## src/rtl/btn_cmd_ctrl_if.sv

```systemverilog
// btn_cmd_ctrl_if: command stream from the button front end to the mode FSM.
// master drives o_cmd_valid/o_cmd_id/o_cmd_long, slave drives i_cmd_ready.
interface btn_cmd_ctrl_if #(
   parameter int N_BTN = 4
);
   localparam int IW = $clog2(N_BTN);

   logic          o_cmd_valid;
   logic [IW-1:0] o_cmd_id;
   logic          o_cmd_long;
   logic          i_cmd_ready;

   modport master (
      output o_cmd_valid,
      output o_cmd_id,
      output o_cmd_long,
      input  i_cmd_ready
   );

   modport slave (
      input  o_cmd_valid,
      input  o_cmd_id,
      input  o_cmd_long,
      output i_cmd_ready
   );
endinterface

```

## src/rtl/btn_cmd_ctrl.sv

```systemverilog
// btn_cmd_ctrl: shared tick, 2-FF sync, hysteresis debounce and press
// classification (short/long/repeat) for N_BTN buttons, round-robin
// serialised onto one valid/ready command stream.
// Ports: clk, rst (async, active-low), i_btn raw levels, o_btn_level
// debounced levels, o_overrun merge pulse, cmd (master: valid/id/long,
// ready in).
// Option: define BTN_REPEAT_EN for auto-repeat long events while held.
module btn_cmd_ctrl #(
   parameter int N_BTN        = 4,
   parameter int TICK_DIV     = 100000,
   parameter int DB_DEPTH     = 4,
   parameter int LONG_TICKS   = 1000,
   parameter int REPEAT_TICKS = 200
) (
   input  logic             clk,
   input  logic             rst,
   input  logic [N_BTN-1:0] i_btn,
   output logic [N_BTN-1:0] o_btn_level,
   output logic             o_overrun,
   btn_cmd_ctrl_if.master   cmd
);
   localparam int IW   = $clog2(N_BTN);
   localparam int TW   = (TICK_DIV > 1) ? $clog2(TICK_DIV) : 1;
   localparam int HMAX = (LONG_TICKS > REPEAT_TICKS) ?
                         LONG_TICKS : REPEAT_TICKS;
   localparam int HW   = $clog2(HMAX + 1);
   localparam logic [TW-1:0] TICK_LAST = TW'(TICK_DIV - 1);
   localparam logic [HW-1:0] LONG_LAST = HW'(LONG_TICKS - 1);
`ifdef BTN_REPEAT_EN
   localparam logic [HW-1:0] REP_LAST  = HW'(REPEAT_TICKS - 1);
`endif

   typedef enum logic [1:0] {IDLE, PRESSED, HELD} st_t;

   logic [TW-1:0]       tcnt;
   logic                tick;
   logic                tick_seen;
   logic [N_BTN-1:0]    s1, s2;
   logic [DB_DEPTH-1:0] sh [N_BTN];
   logic [N_BTN-1:0]    all1, all0;
   logic [N_BTN-1:0]    armed;
   st_t                 st_q [N_BTN];
   st_t                 st_n [N_BTN];
   logic [HW-1:0]       cnt_q [N_BTN];
   logic [HW-1:0]       cnt_n [N_BTN];
   logic [N_BTN-1:0]    hit, set_s, set_l;
   logic [N_BTN-1:0]    sp, lp, clr_s, clr_l;
   logic [IW-1:0]       last, g_idx, cand;
   logic                g_vld, g_long, load;
   int                  j;

   assign tick = (tcnt == TICK_LAST);

   always_ff @(posedge clk or negedge rst) begin
      if (!rst) begin
         tcnt      <= '0;
         tick_seen <= 1'b0;
      end else begin
         tcnt <= tick ? '0 : tcnt + TW'(1);
         if (tick) tick_seen <= 1'b1;
      end
   end

   always_comb begin
      all1 = '0;
      all0 = '0;
      for (int i = 0; i < N_BTN; i++) begin
         all1[i] = &sh[i];
         all0[i] = ~|sh[i];
      end
   end

   // armed: a button must be seen fully released after reset before a
   // rise counts, so a press held across reset yields no event.
   always_ff @(posedge clk or negedge rst) begin
      if (!rst) begin
         s1          <= '0;
         s2          <= '0;
         o_btn_level <= '0;
         armed       <= '0;
         for (int i = 0; i < N_BTN; i++) sh[i] <= '0;
      end else begin
         s1 <= i_btn;
         s2 <= s1;
         for (int i = 0; i < N_BTN; i++) begin
            if (tick) sh[i] <= {sh[i][DB_DEPTH-2:0], s2[i]};
            if (all1[i]) o_btn_level[i] <= 1'b1;
            else if (all0[i]) o_btn_level[i] <= 1'b0;
            if (tick_seen && all0[i]) armed[i] <= 1'b1;
         end
      end
   end

   always_ff @(posedge clk or negedge rst) begin
      if (!rst) begin
         for (int i = 0; i < N_BTN; i++) begin
            st_q[i]  <= IDLE;
            cnt_q[i] <= '0;
         end
      end else begin
         for (int i = 0; i < N_BTN; i++) begin
            st_q[i]  <= st_n[i];
            cnt_q[i] <= cnt_n[i];
         end
      end
   end

   always_comb begin
      hit = '0;
      for (int i = 0; i < N_BTN; i++) begin
         if (tick && o_btn_level[i]) begin
            if (st_q[i] == PRESSED && cnt_q[i] == LONG_LAST)
               hit[i] = 1'b1;
`ifdef BTN_REPEAT_EN
            if (st_q[i] == HELD && cnt_q[i] == REP_LAST)
               hit[i] = 1'b1;
`endif
         end
      end
   end

   always_comb begin
      for (int i = 0; i < N_BTN; i++) begin
         st_n[i]  = st_q[i];
         cnt_n[i] = cnt_q[i];
         unique case (st_q[i])
            IDLE: begin
               if (o_btn_level[i] && armed[i]) begin
                  st_n[i]  = PRESSED;
                  cnt_n[i] = '0;
               end
            end
            PRESSED: begin
               if (!o_btn_level[i]) st_n[i] = IDLE;
               else if (hit[i]) begin
                  st_n[i]  = HELD;
                  cnt_n[i] = '0;
               end else if (tick) cnt_n[i] = cnt_q[i] + HW'(1);
            end
            HELD: begin
               if (!o_btn_level[i]) st_n[i] = IDLE;
`ifdef BTN_REPEAT_EN
               else if (hit[i]) cnt_n[i] = '0;
               else if (tick) cnt_n[i] = cnt_q[i] + HW'(1);
`endif
            end
            default: st_n[i] = IDLE;
         endcase
      end
   end

   always_comb begin
      set_s = '0;
      set_l = '0;
      for (int i = 0; i < N_BTN; i++) begin
         set_s[i] = (st_q[i] == IDLE) && o_btn_level[i] && armed[i];
         set_l[i] = hit[i];
      end
   end

   // Round-robin search from last+1; short before long per button.
   always_comb begin
      g_vld  = 1'b0;
      g_idx  = '0;
      g_long = 1'b0;
      cand   = '0;
      j      = 0;
      for (int k = 0; k < N_BTN; k++) begin
         j = int'(last) + 1 + k;
         if (j >= N_BTN) j = j - N_BTN;
         cand = IW'(j);
         if (!g_vld && (sp[cand] || lp[cand])) begin
            g_vld  = 1'b1;
            g_idx  = cand;
            g_long = !sp[cand];
         end
      end
   end

   assign load = !cmd.o_cmd_valid || cmd.i_cmd_ready;

   always_comb begin
      clr_s = '0;
      clr_l = '0;
      if (load && g_vld) begin
         if (g_long) clr_l[g_idx] = 1'b1;
         else clr_s[g_idx] = 1'b1;
      end
   end

   // Set beats clear; a set onto a bit that stays pending is a merge.
   always_ff @(posedge clk or negedge rst) begin
      if (!rst) begin
         sp              <= '0;
         lp              <= '0;
         o_overrun       <= 1'b0;
         last            <= IW'(N_BTN - 1);
         cmd.o_cmd_valid <= 1'b0;
         cmd.o_cmd_id    <= '0;
         cmd.o_cmd_long  <= 1'b0;
      end else begin
         sp        <= (sp & ~clr_s) | set_s;
         lp        <= (lp & ~clr_l) | set_l;
         o_overrun <= |((sp & ~clr_s & set_s) | (lp & ~clr_l & set_l));
         if (load) begin
            cmd.o_cmd_valid <= g_vld;
            if (g_vld) begin
               cmd.o_cmd_id   <= g_idx;
               cmd.o_cmd_long <= g_long;
               last           <= g_idx;
            end
         end
      end
   end
endmodule

```

## src/flat_wrapper.sv

```systemverilog
// flat-port wrapper written by rule: the top's interface ports become plain ports
module btn_cmd_ctrl_flat 
#(
   parameter int N_BTN        = 4,
   parameter int TICK_DIV     = 100000,
   parameter int DB_DEPTH     = 4,
   parameter int LONG_TICKS   = 1000,
   parameter int REPEAT_TICKS = 200
)
  (clk, rst, i_btn, o_btn_level, o_overrun, cmd_o_cmd_valid, cmd_o_cmd_id, cmd_o_cmd_long, cmd_i_cmd_ready);
  btn_cmd_ctrl_if #(.N_BTN(N_BTN)) cmd_i ();
  input  logic clk;
  input  logic rst;
  input  logic [N_BTN-1:0] i_btn;
  output logic [N_BTN-1:0] o_btn_level;
  output logic o_overrun;
  output wire logic [$bits(cmd_i.o_cmd_valid)-1:0] cmd_o_cmd_valid;
  output wire logic [$bits(cmd_i.o_cmd_id)-1:0] cmd_o_cmd_id;
  output wire logic [$bits(cmd_i.o_cmd_long)-1:0] cmd_o_cmd_long;
  input wire logic [$bits(cmd_i.i_cmd_ready)-1:0] cmd_i_cmd_ready;
  assign cmd_o_cmd_valid = cmd_i.o_cmd_valid;
  assign cmd_o_cmd_id = cmd_i.o_cmd_id;
  assign cmd_o_cmd_long = cmd_i.o_cmd_long;
  assign cmd_i.i_cmd_ready = cmd_i_cmd_ready;
  btn_cmd_ctrl #(.N_BTN(N_BTN), .TICK_DIV(TICK_DIV), .DB_DEPTH(DB_DEPTH), .LONG_TICKS(LONG_TICKS), .REPEAT_TICKS(REPEAT_TICKS)) u_core (.clk(clk), .rst(rst), .i_btn(i_btn), .o_btn_level(o_btn_level), .o_overrun(o_overrun), .cmd(cmd_i));
endmodule
```

## config.mk

```make
export PLATFORM = sky130hd
export DESIGN_NAME = btn_cmd_ctrl_flat
export DESIGN_NICKNAME = d
export VERILOG_FILES = /design/src/rtl/btn_cmd_ctrl_if.sv /design/src/rtl/btn_cmd_ctrl.sv /design/src/flat_wrapper.sv
export SDC_FILE = /design/constraint.sdc
export NUM_CORES = 1
export LEC_CHECK = 0
export ABC_CLOCK_PERIOD_IN_PS = 2400
export CAP_MARGIN = 40
export CORE_MARGIN = 2
export CORE_UTILIZATION = 45
export DETAILED_ROUTE_END_ITERATION = 10
export SYNTH_ARGS = -nofsm -noshare
export SYNTH_HDL_FRONTEND = slang
export SYNTH_SLANG_ARGS = --single-unit
```

## constraint.sdc

```tcl
create_clock -name clk -period 2.4 [get_ports clk]
set_input_delay 0.36 -clock clk [delete_from_list [all_inputs] [get_ports clk]]
set_output_delay 0.36 -clock clk [all_outputs]
set_load 0.02 [all_outputs]
```

# Word-level counts from Yosys, hierarchy flattened
# Cells that the tools add are included.
dict set report totals {
  regBits 113
  output_inout_bits 9
  inputBits 7
  elab_cells 267
}
dict set report classes {
  reduce_logical 72
  n_lt_le_gt_ge 10
  bitwise 9
  addsub 13
  n_eq_ne 37
  muxes 95
}
# cell count
set op_table {}
lappend op_table {{$mux 10} 16}
lappend op_table {{$ge 32x4->1 const B} 3}
lappend op_table {{$pmux 10 s2} 4}
lappend op_table {{$mux 2} 24}
lappend op_table {{$add 10x1->10 const B} 4}
lappend op_table {{$eq 10x10->1 const B} 4}
lappend op_table {{$mux 1} 33}
lappend op_table {{$reduce_and 4->1} 8}
lappend op_table {{$logic_and 1x1->1} 29}
lappend op_table {{$ne 2x1->1 const B} 12}
lappend op_table {{$pmux 2 s3} 4}
lappend op_table {{$reduce_or 4->1} 5}
lappend op_table {{$add 17x1->17 const B} 1}
lappend op_table {{$eq 17x17->1 const B} 1}
lappend op_table {{$mux 17} 1}
lappend op_table {{$and 4x4->4} 4}
lappend op_table {{$bmux 1 s2} 8}
lappend op_table {{$mux 4} 4}
lappend op_table {{$lt 2x3->1 const B} 5}
lappend op_table {{$logic_not 1->1} 12}
lappend op_table {{$ne 3x1->1 const B} 4}
lappend op_table {{$ne 3x3->1 const B} 4}
lappend op_table {{$or 4x4->4} 3}
lappend op_table {{$reduce_and 3->1} 4}
lappend op_table {{other kinds (15)} 39}

# Longest topological paths before layout
# Gate-level depths: netlist of the first run.
dict set report depth {
  depth_word 27
  ltp_mapped 9
  ltp_nobuf 8
}

# Worst setup path after synthesis of the first run
# Ideal clock, no wire load.
dict set report synth_timing {
  path_kind {register to register}
  from {reg u_core.last[1]}
  to {reg u_core.o_overrun}
  path_stages_with_launch 9
  arrival_time_ns 2.504
  slack_ns -0.236
  synth_period_minus_slack_ns 2.636
  setup_ns 0.133
  required_time_ns 2.267
  cell_sequence {dfstp_2 -> mux4_2 -> or2_1 -> buf_6 -> or3_4 -> o221a_4 -> o31ai_4 -> or3_1 -> nand4_1}
}
dict set report synth_between {
  elab_chain_cells 27
}
# item line
set synth_rtl {}
lappend synth_rtl {{start: declaration} btn_cmd_ctrl.sv:48} ;# logic [IW-1:0] last, g_idx, cand;
lappend synth_rtl {{start signal: assignment} btn_cmd_ctrl.sv:197} ;# last <= IW'(N_BTN - 1);
lappend synth_rtl {{start signal: assignment} btn_cmd_ctrl.sv:210} ;# last <= g_idx;
lappend synth_rtl {{$add 2x1->3 *} btn_cmd_ctrl.sv:169} ;# j = int'(last) + 1 + k;
lappend synth_rtl {{parallel branches: the longest is 24 deep, another holds $ge 32x4->1} n/a}
lappend synth_rtl {{$or 4x4->4 *} btn_cmd_ctrl.sv:204} ;# o_overrun <= |((sp & ~clr_s & set_s) | (lp & ~clr_l & set_l));
lappend synth_rtl {{$reduce_or 4->1 *} btn_cmd_ctrl.sv:204}
lappend synth_rtl {{end signal: assignment} btn_cmd_ctrl.sv:204}
lappend synth_rtl {{end: declaration} btn_cmd_ctrl.sv:19} ;# output logic o_overrun,
# Every way passes the cells marked *. The select of a mux whose other input is x is not followed.
# A chain may end at the register's enable or synchronous reset.

# Worst setup path after layout of the first run
# Ends and elaborated chain as after synthesis.

==> results of run 1 <==
==> registers in the layout, summed over array words and instances (netlist names), 2 cells and up <==
signal,cells
u_core.armed,4
u_core.cmd.o_cmd_id,2
u_core.cnt_q,40
u_core.last,2
u_core.lp,4
u_core.o_btn_level,4
u_core.s1,4
u_core.s2,4
u_core.sh,16
u_core.sp,4
u_core.st_q,8
u_core.tcnt,17
==> critical path, stage by stage (launching register included) <==
cell     delay, ns
dfstp_2       0.58
mux4_2        0.53
or2_4         0.29
or3_4         0.36
o221a_4       0.27
o31ai_4       0.21
or3_1         0.14
nand4_1       0.06
==> layout by cell type (no fill, tap or decap), types with 3 or more instances in the layout <==
master           count
nand2_1             53
o31ai_1              8
nand2b_1            14
ha_1                 4
xor2_1              15
clkbuf_16           18
or3_1                8
nor2_4               3
a31oi_1              5
o21ai_0             34
clkbuf_1             3
a21oi_1             12
buf_6                3
clkinv_2             4
nand2_2              4
nand3_1             26
o22ai_1              7
mux2i_1              4
xnor2_1             11
mux2_2              15
o21ai_1              9
mux4_2               7
or2_2                5
inv_1               17
a31o_2               5
a21o_1               5
nor2_1              47
buf_4               62
and2_1               3
and3_1              14
dfrtp_1            111
nor3_1              13
clkdlybuf4s50_1     14
bufinv_16            3
nand4_1             16
==> layout make-up <==
cell class                      instances  area, um2  share of cell area (%)
Timing Repair Buffer                   83      714.4                   9.886
Multi-Input combinational cell        404       2806                   38.83
Clock buffer                           22      464.2                   6.423
Inverter                               18      67.56                  0.9349
Tap cell                              168      210.2                   2.909
Sequential cell                       113       2830                   39.16
Clock inverter                         10      133.9                   1.852
==> power by group through the flow <==
stage	registers [mW]	logic, mW	clock network [mW]
2_1_floorplan	2.17	1.19	0
3_3_place_gp	2.17	1.93	0
3_5_place_dp	2.18	1.98	0
4_1_cts	2.14	2.25	2.59
5_1_grt	2.16	2.70	2.67
6_report	2.14	2.52	2.53
==> layer usage <==
layer  vias up  track usage (%)  part of all wire, %  wire [um]
met1      2161            26.26                   47       5804
met4         0            10.68                  2.7        332
met3        30            5.482                  3.1        385
met2        63            31.93                   47       5754
li1       2163                -                    -          -
met5         -                0                    0          0
==> worst paths after layout <==
check                                          endpoint  slack (ns)                       start
hold / removal                   u_core.s2[1]$_DFF_PN0_        0.35      u_core.s1[1]$_DFF_PN0_
hold reg to reg                  u_core.s2[1]$_DFF_PN0_        0.35      u_core.s1[1]$_DFF_PN0_
setup / recovery             u_core.o_overrun$_DFF_PN0_       -0.16  u_core.last[1]$_DFFE_PN1P_
max in group asynchronous    u_core.last[1]$_DFFE_PN1P_        1.32                         rst
setup reg to reg             u_core.o_overrun$_DFF_PN0_       -0.16  u_core.last[1]$_DFFE_PN1P_
min in group asynchronous  u_core.cnt_q[10]$_DFFE_PN0P_        0.36                         rst
==> what timing repair did <==
| action | 4_1_cts | 5_1_grt |
|---|---|---|
| pin swaps | 9 | 5 |
| setup buffers | 4 | 4 |
| endpoints found under the hold margin | 18 | 0 |
| hold buffers | 1 | 0 |
| cloned | 0 | 1 |
| setup endpoints to repair | 22 | 37 |
| gates resized for setup | 17 | 29 |
==> stage by stage <==
step | total power, mW | TNS [ns] | setup WS (ns)
floorplan | 3.360 | -0.2452 | -0.1321
global placement | 4.108 | -1.629 | -0.1746
detailed placement | 4.152 | -2.455 | -0.2829
CTS | 6.983 | -0.9470 | -0.1608
global route | 7.534 | -2.667 | -0.2658
finish | 7.197 | -1.176 | -0.1620
==> cells by family after synthesis <==
family          synth area share [%]
simple gates                   21.74
flops                          50.71
compound gates                 13.36
buf+inv                        2.421
xor+xnor                       4.080
mux                            6.568
fa+ha+maj                      1.121
==> results.sh, run 1 <==
export IMPL_outcome="complete, but fails checks"
export IMPL_failed_checks="setup timing"
export IMPL_syn_nets=558
export IMPL_power_density_mw_per_mm2=995.9
export IMPL_die_x_um=115.4
export IMPL_yosys_area_top_type_share_pct=49.76
export IMPL_required_ns=2.69
export IMPL_fillers=1046
export IMPL_syn_inst=546
export IMPL_clkPwrFrac_pct=35.2
export IMPL_internal_power_mw=4.978
export IMPL_setup_violations=13
export IMPL_placed_cell_area_mm2=0.006322
export IMPL_synth_most_common_cell="dfrtp_1"
export IMPL_pwr_share_seq_pct=29.8
export IMPL_synthesis_area_mm2=0.005582
export IMPL_vias_per_cell=5.400
export IMPL_worst_pin_slew_ns=0.4712
export IMPL_pwr_share_comb_pct=35.0
export IMPL_num_vias=4417
export IMPL_port_buffers=15
export IMPL_rsz0062_at_grt="true"
export IMPL_synth_top_cell_by_area="dfrtp_1"
export IMPL_synth_commonest_cells="dfrtp_1, nand2_1, nor2_1"
export IMPL_avgSynthCellArea_um2=10.22
export IMPL_post_drt_wl_per_cell_um=15.01
export IMPL_coreArea_mm2=0.01206
export IMPL_die_height_um=115.4
export IMPL_relSlewSlack_pct=68.49
export IMPL_synth_cell_type_count=64
export IMPL_h_tree_depth=4
export IMPL_cts_sinks=113
export IMPL_place_hpwl_mm=8.412
export IMPL_rr_worst_depth=7
export IMPL_synth_edf_count=0
export IMPL_swShare_pct=30.83
export IMPL_maxCapViolCount=0
export IMPL_start_kind="flop"
export IMPL_slew_viol_final=0
export IMPL_gp_congestion=0.8549
export IMPL_first_pass_iters=4
export IMPL_setup_ws_ns=-0.1620
export IMPL_final_cells=818
export IMPL_cts_made_buffers=17
export IMPL_drt_wl_total_mm=12.28
export IMPL_std_cell_rows=40
export IMPL_post_place_cells=776
export IMPL_nets=649
export IMPL_ant_nets=0
export IMPL_crit_fanout=5
export IMPL_die_area_mm2=0.01331
export IMPL_insertedDiodeCount=0
export IMPL_clk_latency_ns=0.42
export IMPL_arrival_ns=2.86
export IMPL_drive_gt1_share_pct=26.46
export IMPL_grt_pass1_vias=4541
export IMPL_whs_ns=0.3455
export IMPL_io_pin_count=16
export IMPL_grt_usage_pct=20.48
export IMPL_root_buffer="clkbuf_16"
export IMPL_finalCritPeriodShare_pct=106.8
export IMPL_grt_overflow=0
export IMPL_area_delta_synth_final_pct=29.48
export IMPL_period_needed_ns=2.562
export IMPL_fin_skew_ns=0.008981
export IMPL_final_area_mm2=0.007227
export IMPL_grt_max_degree=67
export IMPL_fmax_mhz=390.3
export IMPL_ir_drop_v=0.0004989
export IMPL_initialDrtViolationCount=327
export IMPL_grt_pass1_wl_mm=21.16
export IMPL_post_route_util_pct=59.92
export IMPL_yosys_warnings=0
export IMPL_worstSetupEndpointType="flop"
export IMPL_cts_tree="built"
export IMPL_switchingPower_mw=2.219
export IMPL_min_delay_path_depth=0
export IMPL_synth_ff_latch_count=113
export IMPL_antenna_found_initial=0
export IMPL_post_route_drc_count=0
export IMPL_start_util_pct=46.28
export IMPL_ys_seq_area_share_pct=50.71
export IMPL_power_leakage_nw=3.185
export IMPL_crit_type="reg -> reg"
export IMPL_async_flop_share_pct=100.0
export IMPL_hold_class="reg -> reg"
export IMPL_yosys_top_cells_area="dfrtp_1, nand2_1, nor2_1, o21ai_0, mux2_2"
export IMPL_hold_viol_final=0
export IMPL_synth_ff_type="dfrtp_1"
export IMPL_clk_pin_slew_ns=0.05
export IMPL_clockBufferDepth=2
(Power assumes the default switching activity.)
==> run 2, diff against run 1 <==
--- a/config.mk
+++ b/config.mk
@@ -5,10 +5,12 @@
 export SDC_FILE = /design/constraint.sdc
 export NUM_CORES = 1
 export LEC_CHECK = 0
+export ABC_AREA = 1
 export ABC_CLOCK_PERIOD_IN_PS = 2400
 export CAP_MARGIN = 40
 export CORE_MARGIN = 2
 export CORE_UTILIZATION = 45
+export CTS_CLUSTER_DIAMETER = 50
 export DETAILED_ROUTE_END_ITERATION = 10
 export SYNTH_ARGS = -nofsm -noshare
 export SYNTH_HDL_FRONTEND = slang
==> run 2 against run 1 <==
  * The run now ends clean
  * Hold slack gained 0.0042 ns
  * First-iteration DRC count grew 35%
  * Largest power group unchanged
  * Synthesized cell count grew 34%
  * Critical endpoint unchanged
  * Largest cell class unchanged
  * Flip-flop and latch count is the same
  * Wire length grew 5.4%
  * Clock skew grew 0.0014 ns
  * Worst setup slack gained 0.24 ns
  * Die area grew 2.3%
  * Critical path depth grew 10
  * Final cell count grew 18%
==> results.sh, run 2 <==
export IMPL_outcome="completed"
export IMPL_cts_made_buffers=17
export IMPL_fmax_mhz=430.2
export IMPL_hp_start="u_core.s1[3]$_DFF_PN0_"
export IMPL_crit_type="reg -> reg"
export IMPL_slew_viol_final=0
export IMPL_io_pin_count=16
export IMPL_clk_latency_ns=0.41
export IMPL_synth_edf_count=0
export IMPL_cts_sinks=113
export IMPL_ir_drop_v=0.0005235
export IMPL_fin_skew_ns=0.01034
export IMPL_synthXorXnorAreaFrac_pct=1.379
export IMPL_period_needed_ns=2.324
export IMPL_finalCritPeriodShare_pct=96.85
export IMPL_whs_endpoint="u_core.s2[3]$_DFF_PN0_"
export IMPL_die_height_um=116.7
export IMPL_min_delay_path_depth=0
export IMPL_initialDrtViolationCount=441
export IMPL_rsz0062_at_grt="true"
export IMPL_place_hpwl_mm=8.769
export IMPL_grt_overflow=0
export IMPL_h_tree_depth=4
export IMPL_synthesis_area_mm2=0.005715
export IMPL_async_flop_share_pct=100.0
export IMPL_coreArea_mm2=0.01252
export IMPL_power_density_mw_per_mm2=1013
export IMPL_post_route_drc_count=0
export IMPL_synth_cell_type_count=40
export IMPL_mostFrequentLayoutCells="nand2_1, dfrtp_1, inv_1, nor2_1, nand3_1"
export IMPL_required_ns=2.69
export IMPL_synth_ff_type="dfrtp_1"
export IMPL_crit_fanout=6
export IMPL_grt_max_degree=47
export IMPL_reg2reg_from="u_core.last[0]$_DFFE_PN1P_"
export IMPL_root_buffer="clkbuf_16"
export IMPL_synth_commonest_cells="nand2_1, dfrtp_1, inv_1"
export IMPL_synth_simple_area_share_pct=33.95
export IMPL_yosys_warnings=0
export IMPL_largest_reg_flops=40
export IMPL_hold_viol_final=0
export IMPL_regToRegSetupSlack_ns=0.08
export IMPL_vias_per_cell=5.240
export IMPL_yosys_area_top_type_share_pct=48.60
export IMPL_die_area_mm2=0.01362
export IMPL_drt_wl_total_mm=12.93
export IMPL_final_common_cell="nand2_1"
export IMPL_r2r_end="u_core.o_overrun$_DFF_PN0_"
export IMPL_fillers=1168
export IMPL_std_cell_rows=41
export IMPL_grt_pass1_wl_mm=21.55
export IMPL_start_util_pct=45.66
export IMPL_ys_seq_area_share_pct=49.52
export IMPL_power_leakage_nw=3.428
export IMPL_arrival_ns=2.61
export IMPL_syn_nets=742
export IMPL_grt_pass1_vias=4845
export IMPL_worstSetupEndpointType="flop"
export IMPL_setup_ws_ns=0.07572
export IMPL_first_pass_iters=5
export IMPL_maxCapViolCount=0
export IMPL_die_x_um=116.7
export IMPL_rr_worst_depth=17
export IMPL_synth_top_family_by_area="simple AND/OR/NAND/NOR gates"
export IMPL_relSlewSlack_pct=66.67
export IMPL_synth_top_cell_by_area="dfrtp_1"
export IMPL_synth_most_common_cell="nand2_1"
export IMPL_syn_inst=730
export IMPL_clockBufferDepth=2
export IMPL_final_area_mm2=0.007093
export IMPL_clk_pin_slew_ns=0.05
export IMPL_post_drt_wl_per_cell_um=13.38
export IMPL_ant_nets=0
export IMPL_antenna_found_initial=0
export IMPL_worst_pin_slew_ns=0.4981
export IMPL_cts_tree="built"
export IMPL_avgSynthCellArea_um2=7.829
export IMPL_synth_area_mux_share_pct=0
export IMPL_area_delta_synth_final_pct=24.10
export IMPL_drive_gt1_share_pct=15.09
export IMPL_post_route_util_pct=56.67
export IMPL_num_vias=5067
export IMPL_insertedDiodeCount=0
export IMPL_port_buffers=15
export IMPL_nets=796
export IMPL_dp_slack_ns=-0.02655
export IMPL_yosys_top_cells_area="dfrtp_1, nand2_1, inv_1, nand3_1, nor2_1"
export IMPL_setup_violations=0
export IMPL_synth_ff_latch_count=113
export IMPL_gp_congestion=0.8820
export IMPL_regMostFlops="u_core.cnt_q"
export IMPL_synth_compound_area_share_pct=6.261
export IMPL_start_kind="flop"
export IMPL_grt_usage_pct=19.98
export IMPL_hold_class="reg -> reg"
export IMPL_largest_registers="u_core.cnt_q x40, u_core.tcnt x17, u_core.sh x16"
export IMPL_synth_fa_ha_area_share_pct=1.095
export IMPL_placed_cell_area_mm2=0.006172
## run 2: logic make-up after synthesis
group	after synthesis
buf+inv	107
compound gates	66
simple gates	430
xor+xnor	9
fa+ha+maj	5
flops	113
## run 2: what timing repair did
item                                    CTS  global route
buffers inserted                          0             7
hold buffers                              1             0
gates resized for setup                   1            51
endpoints found under the hold margin    23             0
cloned                                    0             3
endpoints found under the setup margin    5            33
pin swaps                                 0            30
## run 2: power by group
part / switching, mW / internal (mW) / leakage (nW)
Sequential: 0.137 / 2.03 / 1.53
Combinational: 1.53 / 0.902 / 1.60
Clock: 0.853 / 1.73 / 0.305
## run 2: area by class of cell
cell class | instances | area (um2) | share of cell area, %
multi-input combinational | 511 | 2635 | 37.15
sequential | 113 | 2830 | 39.90
tap | 172 | 215.2 | 3.034
timing repair inverter | 1 | 6.256 | 0.08820
clock buffer | 21 | 480.5 | 6.774
timing repair buffer | 43 | 422.9 | 5.962
inverter | 97 | 371.6 | 5.239
clock inverter | 9 | 131.4 | 1.852
## run 2: worst max-delay path, stage by stage, from the launching register on
cell,delay [ns]
dfstp_2,0.61
buf_12,0.14
buf_8,0.11
nand2_2,0.04
nand2_1,0.06
nand2_1,0.06
nand2_2,0.13
nand2_8,0.08
nor2_4,0.15
nand2_1,0.08
nand2_1,0.10
nand2_4,0.07
a21oi_4,0.19
nand2_1,0.09
nand3_1,0.08
nand2_1,0.05
nor2_1,0.10
nand2_1,0.06
## run 2: routing by layer
| metal | vias up | wire [um] | GRT usage (%) |
|---|---|---|---|
| met5 | - | 0 | 0 |
| met4 | 0 | 247 | 7.765 |
| met3 | 21 | 523 | 4.774 |
| met2 | 130 | 6309 | 32.91 |
| met1 | 2417 | 5853 | 25.58 |
| li1 | 2499 | - | - |
## run 2: stage by stage
step                      setup TNS, ns  power [mW]  hold WS (ns)  instances
final                                 0       7.182        0.3496        967
after global routing            -0.1157       7.555        0.3576        967
after CTS                             0       6.486        0.3559        957
after detailed placement       -0.03319       3.872        0.3159        926
after global placement                0       3.848        0.3147        926
after floorplan                       0       3.491       0.06441        730
## run 2: worst max path at each step
stage	to	start	depth (start not counted)
floorplan	u_core.o_overrun$_DFF_PN0_	u_core.last[0]$_DFFE_PN1P_	17
global placement	u_core.cnt_q[39]$_DFFE_PN0P_	u_core.tcnt[0]$_DFF_PN0_	10
detailed placement	u_core.cnt_q[9]$_DFFE_PN0P_	u_core.tcnt[0]$_DFF_PN0_	13
CTS	u_core.cnt_q[39]$_DFFE_PN0P_	u_core.tcnt[0]$_DFF_PN0_	10
global route	u_core.o_overrun$_DFF_PN0_	u_core.last[0]$_DFFE_PN1P_	17
finish	u_core.o_overrun$_DFF_PN0_	u_core.last[0]$_DFFE_PN1P_	17
